$ cat config.mk
export PLATFORM = sky130hd
export DESIGN_NAME = alu_issue_ctrl
export DESIGN_NICKNAME = d
export VERILOG_FILES = /design/src/rtl/alu_issue_ctrl.sv
export SDC_FILE = /design/constraint.sdc
export NUM_CORES = 1
export LEC_CHECK = 0
export CAP_MARGIN = 10
export CORE_ASPECT_RATIO = 1.5
export CORE_MARGIN = 4
export CORE_UTILIZATION = 42
export CTS_BUF_LIST = sky130_fd_sc_hd__clkbuf_2 sky130_fd_sc_hd__clkbuf_4 sky130_fd_sc_hd__clkbuf_8
export DETAILED_ROUTE_END_ITERATION = 12
export HOLD_SLACK_MARGIN = 0.03
export PLACE_DENSITY = 0.82
export SYNTH_ARGS = -nofsm -noshare
export SYNTH_HDL_FRONTEND = slang
export SYNTH_SLANG_ARGS = --single-unit
$ cat constraint.sdc
create_clock -name clk -period 1.8 [get_ports clk]
set_input_delay 0.54 -clock clk [delete_from_list [all_inputs] [get_ports clk]]
set_output_delay 0.54 -clock clk [all_outputs]
set_load 0.005 [all_outputs]
$ cat src/rtl/alu_issue_ctrl.sv
// alu_issue_ctrl: issues one instruction at a time to the ALU, waits out
// mul/div latency, and writes Lower (and Upper for swap) back to the register file.
module alu_issue_ctrl #(
  parameter int DATA_W        = 17,
  parameter int MULDIV_CYCLES = 4
) (
  input  logic              clk,
  input  logic              rst,
  input  logic              instr_valid,
  output logic              instr_ready,
  input  logic [15:0]       instr,
  output logic [3:0]        rf_raddr1,
  output logic [3:0]        rf_raddr2,
  input  logic [DATA_W-1:0] rf_rdata1,
  input  logic [DATA_W-1:0] rf_rdata2,
  output logic [DATA_W-1:0] alu_data1,
  output logic [DATA_W-1:0] alu_data2,
  output logic [3:0]        alu_op,
  input  logic [DATA_W-1:0] alu_lower,
  input  logic [DATA_W-1:0] alu_upper,
  output logic              rf_we,
  output logic [3:0]        rf_waddr,
  output logic [DATA_W-1:0] rf_wdata,
  output logic              busy,
  output logic              illegal,
  output logic              div_zero
);
  localparam int CW = $clog2(MULDIV_CYCLES + 1);
  typedef enum logic [2:0] {IDLE, READ, EXEC, WB_LO, WB_HI} state_t;
  state_t state_q, state_d;
  logic [15:0] ir_q, ir_d;
  logic [DATA_W-1:0] d1_q, d1_d, d2_q, d2_d, hi_q, hi_d, wdata_q, wdata_d;
  logic [3:0] op_q, op_d, waddr_q, waddr_d;
  logic [CW-1:0] cnt_q, cnt_d;
  logic ready_q, ready_d, busy_q, busy_d, we_q, we_d;
  logic [3:0] opc;
  logic legal, muldiv, swap, dz;
  assign opc    = ir_q[15:12];
  assign legal  = opc inside {4'b0000, 4'b0001, 4'b0100, 4'b0101, 4'b0111, 4'b1000, 4'b1001, 4'b1011};
  assign muldiv = opc == 4'b0100 || opc == 4'b0101;
  assign swap   = opc == 4'b1000;
  assign dz     = opc == 4'b0101 && rf_rdata2 == '0;
  assign rf_raddr1   = ir_q[7:4];
  assign rf_raddr2   = ir_q[3:0];
  assign illegal     = state_q == READ && !legal;
  assign div_zero    = state_q == READ && dz;
  assign instr_ready = ready_q;
  assign busy        = busy_q;
  assign alu_data1   = d1_q;
  assign alu_data2   = d2_q;
  assign alu_op      = op_q;
  assign rf_we       = we_q;
  assign rf_waddr    = waddr_q;
  assign rf_wdata    = wdata_q;
  always_comb begin
    state_d = state_q;
    ir_d    = ir_q;
    d1_d    = d1_q;
    d2_d    = d2_q;
    op_d    = op_q;
    cnt_d   = cnt_q;
    hi_d    = hi_q;
    waddr_d = waddr_q;
    wdata_d = wdata_q;
    we_d    = 1'b0;
    case (state_q)
      IDLE: if (instr_valid && ready_q) begin
        ir_d    = instr;
        state_d = READ;
      end
      READ: if (!legal || dz) state_d = IDLE;
      else begin
        state_d = EXEC;
        d1_d    = rf_rdata1;
        d2_d    = rf_rdata2;
        op_d    = opc;
        cnt_d   = muldiv ? CW'(MULDIV_CYCLES - 1) : '0;
      end
      EXEC: if (cnt_q != '0) cnt_d = cnt_q - 1'b1;
      else begin
        state_d = WB_LO;
        hi_d    = alu_upper;
        we_d    = 1'b1;
        wdata_d = alu_lower;
        waddr_d = swap ? ir_q[7:4] : ir_q[11:8];
      end
      WB_LO: if (swap) begin
        state_d = WB_HI;
        we_d    = 1'b1;
        waddr_d = ir_q[3:0];
        wdata_d = hi_q;
      end else state_d = IDLE;
      default: state_d = IDLE;
    endcase
    ready_d = state_d == IDLE;
    busy_d  = state_d != IDLE;
  end
  always_ff @(posedge clk or negedge rst) begin
    if (!rst) begin
      state_q <= IDLE;
      ir_q    <= '0;
      d1_q    <= '0;
      d2_q    <= '0;
      op_q    <= '0;
      cnt_q   <= '0;
      hi_q    <= '0;
      waddr_q <= '0;
      wdata_q <= '0;
      we_q    <= 1'b0;
      ready_q <= 1'b0;
      busy_q  <= 1'b0;
    end else begin
      state_q <= state_d;
      ir_q    <= ir_d;
      d1_q    <= d1_d;
      d2_q    <= d2_d;
      op_q    <= op_d;
      cnt_q   <= cnt_d;
      hi_q    <= hi_d;
      waddr_q <= waddr_d;
      wdata_q <= wdata_d;
      we_q    <= we_d;
      ready_q <= ready_d;
      busy_q  <= busy_d;
    end
  end
endmodule

---- After elaboration in Yosys (flattened, before gate mapping) ----
Cells that the tools add are included.
Widths: inputs -> output; s select.
word-level totals
  bits in writable memories ............... 0
  ROM bits ................................ 0
  memories kept ........................... 0
  logic and storage cells ................. 69
  bits in registers ....................... 101
  latch bits .............................. 0
operators by class
  equality and inequality tests ........... 14
  multiplexer cells ....................... 19
  $lt $le $gt $ge ......................... 0
  reductions and logical operators ........ 21
  bitwise logic cells ..................... 2
  shift-type cells ........................ 0
  add/sub/neg operators ................... 1
  div/mod/pow operators ................... 0
  $mul .................................... 0
operator list
  cell                 count
  $mux 17              2
  $pmux 17 s2          1
  $logic_not 17->1     1
  $mux 3               5
  $eq 4x3->1 const B   3
  $eq 4x4->1 const B   3
  $mux 4               3
  $pmux 3 s4           1
  $ne 2x2->1 const B   4
  $pmux 4 s2           1
  $reduce_bool 8->1    1
  $eq 3x2->1 const B   2
  $logic_not 3->1      2
  $pmux 3 s2           1
  $reduce_and 2->1     3
  $reduce_and 3->1     2
  $reduce_bool 3->1    2
  $eq 4x1->1 const B   1
  $logic_and 1x1->1    4
  $logic_not 4->1      1
  $mux 2               2
  $reduce_bool 2->1    2
  $eq 3x1->1 const B   1
  $sub 3x1->3 const B  1
  other kinds (5)      8

---- Depth between registers and ports, before layout ----
  depth in word-level cells ............... 7
  gate-level depth with buffers ........... 7
  mapped depth without buffers ............ 6

---- Least setup slack after synthesis ----
OpenSTA, ideal clock, no wires.
  path kind ............................... in2reg
  start point ............................. in rf_rdata2[4]
  end point ............................... reg d1_q[0] (netlist: alu_data1[0])
  setup time .............................. 0.125 ns
  data arrival time ....................... 1.794 ns
  stages .................................. 5
  setup slack ............................. -0.119 ns
  buffers on the path ..................... 1
  cell sequence ........................... nor4b_1 -> nand4_1 -> o21ai_4 -> buf_6 -> mux2_4
on the way
  cells in the longest elaborated chain, start to end .. 5
RTL lines
  what                               line  source
  start, declared                    15    input logic [DATA_W-1:0] rf_rdata2,
  $logic_not 17->1                   42    assign dz = opc == 4'b0101 && rf_rdata2 == '0;
  $logic_and 1x1->1                  42
  $logic_or 1x1->1                   71    READ: if (!legal || dz) state_d = IDLE;
  $not 1->1 (no source line)         n/a
  $reduce_and 2->1 (no source line)  n/a
  end signal, assigned               102   d1_q <= '0;
  end signal, assigned               115   d1_q <= d1_d;
  end, declared                      32    logic [DATA_W-1:0] d1_q, d1_d, d2_q, d2_d, hi_q, hi_d, wdata_q, wdata_d;
No other way between the ends.
A chain may end at the register's enable or synchronous reset.

---- Final worst setup path ----
  start point ............................. reg state_q[2]
  end point ............................... reg d2_q[12] (netlist: alu_data2[12])
on the way
  cells in the longest elaborated chain, start to end .. 2
RTL lines
  what                               line  source
  start, declared                    30    state_t state_q, state_d;
  start signal, assigned             113   state_q <= state_d;
  $eq 3x1->1                         66    case (state_q)
  $reduce_and 2->1 (no source line)  n/a
  end signal, assigned               103   d2_q <= '0;
  end signal, assigned               116   d2_q <= d2_d;
  end, declared                      32
No other way between the ends.

==> parameters.txt <==
Parameter                              Value

Yosys
  Proportion of synthesized flip-flops having asynchronous set or reset ... 1.00
  Number of flops mapped to enable cells by yosys ... 0
  Unique masters post-synth ... 43
  Post-synthesis sequential area ratio ... 0.576
  Syn Std Cell Area ... between 4000 and 5000 µm²
  Average footprint of a synthesized cell ... between 10 and 15 µm²
  Main flop type after synthesis ... dfrtp_1
  Syn_nets ... roughly 400
  Yosys warnings ... 0
  Flops & latches, synth ... 101
  Synth Instances ... 315

Placement
  Half-perimeter wire length after placement ... just over 8000 µm
  Final estimated routing congestion in global placement ... 0.798
  # port buffers ... 158
  Post-Place Cell Area ... 6310 µm²

Critical path
  R2R setup slack ... -0.31 ns
  Buffer and inverter count on the worst path ... 4
  Kind of end point of the critical path ... register
  Worst Setup Path Type ... reg -> reg
  Largest incremental delay on the critical path ... 0.41 ns
  Family with the most delay on the worst path ... buffers and inverters
  Worst reg2reg startpoint ... state_q[2]
  Cell with the largest stage delay on the worst path ... or3b_4
  Data required time of the critical path ... 2.05 ns
  Startpoint type of the worst setup path ... register
  Cell repeated most along the worst path ... buf_6
  CP Cell Sequence ... or3b_4 > buf_6 > buf_6 > a221oi_4 > o21ai_4 > buf_6 > buf_12 > mux2_4
  Crit path max fanout ... 6
  Worst path arrival time ... 2.36 ns
  Timing startpoint of the critical path ... state_q[2]

Route
  Drt wl/cell ... 17.5 µm
  Number of DRC violations after detailed routing ... 0
  Total length of routed wires ... 11800 µm
  DRC marker count from the first detailed-route iteration ... 55
  Post-route antenna net violation count ... 0
  Total iterations of the first detailed-routing run ... 4
  Vias per inst ... a little under 5
  Number of vias after detailed routing ... 3282

CTS
  H-tree lvl count ... 3
  Post-CTS clock slew at the launch and capture registers of the worst setup and hold paths ... 0.10 ns
  Worst-Skew Late Latency ... 0.37 ns
  Total number of clock tree sinks ... 101
  TritonCTS clock tree ... yes
  CTS Hold Buffers Added ... 0
  CTS Buf Count ... 9
  Worst-case clock buffer depth ... 2
  Cell at the root of the clock tree ... clkbuf_8

STA
  Maximum clock frequency ... 474 MHz
  Max Transition Viols Final ... 0
  Tightest slew margin relative to the limit ... 0.740
  Hold Worst Slack ... just under 0.08 ns
  RSZ-0062 raised after global routing ... true
  Tcrit/Tclk final ... 1.17
  Final Hold Vio Count ... 0
  Transition time at the pin with the least slew margin ... 0.390 ns
  Final worst path period need ... approximately 2.1 ns
  Minimum setup slack in the final design ... -0.311 ns
  Final clock skew ... 0.0143 ns
  Final setup viols ... roughly 50

Global routing
  Initial antenna violation count ... 0
  All-layer global routing usage ... 0.192
  Global-route congestion overflow total ... 0
  Pin count of the biggest net entering global routing ... 39
  Global-route wire length before repair ... roughly 18000 µm
  Via count of the first global-routing pass ... 3640

Layout
  Leading cell type in the layout, fill and taps excluded ... dfrtp_1
  Antenna cell count ... 0
  Post-layout nets ... 621
  Share of final-layout standard cells stronger than drive strength 1 ... 0.364
  Area growth from synthesis to layout ... 61.0%
  Final instance area ... 7060 µm²
  Final core area utilization ... 0.693
  Top library cells by usage in the layout, fill and taps aside ... 101 x dfrtp_1, 77 x clkdlybuf4s50_1, 53 x buf_4
  Filler Cell Count ... slightly above 700

Floorplanning
  Die Area ... 12200 µm²
  Top-level port count ... 159
  Horiz. Die Dim ... 91.4 µm
  Effective utilization at floorplan ... 0.430
  Site row count ... 45
  Die boundary height ... 133 µm
  Core area ... 10200 µm²

Pwr
  Power Dens Cells ... about 1600 nW/µm²
  Leak Pwr ... about 3.5 nW
  Worst-case vdd ir drop ... 917 µV

Run
  Total of max-cap violations ... 0

Status
  Failing checks ... negative setup slack
  Status ... finished, violations left

Min path
  Hold/Removal Path Class ... in -> async
## power by group
part / internal (mW) / total [mW] / switching (mW)
clock network: 0.675 / 1.45 / 0.774
logic: 3.74 / 5.88 / 2.13
registers: 3.42 / 4.04 / 0.623
total: 7.84 / 11.4 / 3.53
## per-stage QoR
stage / power (mW) / setup TNS (ns) / worst slack, ns / instances
after floorplan: 6.62 / -3.29 / -0.105 / 315
after global placement: 9.01 / -32.66 / -1.03 / 621
after detailed placement: 9.20 / -34.86 / -1.01 / 621
after CTS: 11.0 / -13.48 / -0.342 / 660
after global routing: 12.1 / -14.56 / -0.417 / 677
final: 11.4 / -12.30 / -0.311 / 677
## final timing paths
check                                 to  cells past startpoint
setup / recovery           alu_data2[12]                      8
hold reg to reg             rf_wdata[16]                      2
max in group asynchronous       hi_q[16]                      2
min in group clk           alu_data2[12]                      2
hold / removal             alu_data1[15]                      1
setup reg to reg           alu_data2[12]                      8
## layout make-up
| type | instances | area, µm² | share of cell area |
|---|---|---|---|
| sequential | 101 | 2530 | 0.358 |
| inverter | 4 | 15.0 | 0.00213 |
| multi-input combinational | 188 | 1860 | 0.263 |
| tap | 141 | 176 | 0.0250 |
| clock inverter | 5 | 61.3 | 0.00868 |
| clock buffer | 10 | 138 | 0.0195 |
| timing repair buffer | 228 | 2290 | 0.324 |
## registers in the layout, indices dropped and copies added, names as in the netlist
register and flops:
alu_data1 17, alu_data2 17, alu_op 4, busy 1
cnt_q 3, hi_q 17, instr_ready 1, ir_q 16
rf_waddr 4, rf_wdata 17, rf_we 1, state_q 3
## kinds of logic after synthesis
| family | Yosys count | synth area share |
|---|---|---|
| xor+xnor | 1 | 0.00200 |
| buf+inv | 26 | 0.0379 |
| flops | 101 | 0.576 |
| compound gates | 36 | 0.0568 |
| simple gates | 59 | 0.0696 |
| mux | 90 | 0.252 |
| fa+ha+maj | 2 | 0.00570 |
## routing by layer
| layer | GRT usage | routed length, µm | vias up | share of wire |
|---|---|---|---|---|
| li1 | - | - | 1542 | - |
| met5 | 0 | 0 | - | 0 |
| met1 | 0.209 | 4390 | 1606 | 0.37 |
| met4 | 0.0973 | 422 | 0 | 0.036 |
| met3 | 0.0299 | 526 | 28 | 0.044 |
| met2 | 0.354 | 6480 | 106 | 0.55 |
## synth_stat cells (3+ instances only)
| cell type | instances | area [µm²] |
|---|---|---|
| clkbuf_1 | 5 | 18.8 |
| mux2_2 | 43 | 484 |
| nor2_1 | 8 | 30.0 |
| nor4_1 | 3 | 18.8 |
| buf_2 | 3 | 15.0 |
| nand2_1 | 30 | 113 |
| mux2i_1 | 17 | 170 |
| mux2_4 | 30 | 450 |
| buf_6 | 4 | 45.0 |
| dfrtp_1 | 101 | 2530 |
| o21ai_0 | 19 | 95.1 |
| inv_1 | 4 | 15.0 |
| a31oi_1 | 5 | 31.3 |
| buf_4 | 9 | 67.6 |
## worst reg2reg max path: stages (launching register included)
cell	delay [ns]
dfrtp_1	0.39
or3b_4	0.41
buf_6	0.14
buf_6	0.11
a221oi_4	0.24
o21ai_4	0.12
buf_6	0.16
buf_12	0.14
mux2_4	0.30
## what timing repair did
action,4_1_cts,5_1_grt
cloned,3,1
gates resized for setup,75,66
setup buffers,21,16
pin swaps,8,16
setup endpoints to repair,108,108
hold endpoints to repair,0,0
No activity file was read; power rests on OpenSTA's default activity.
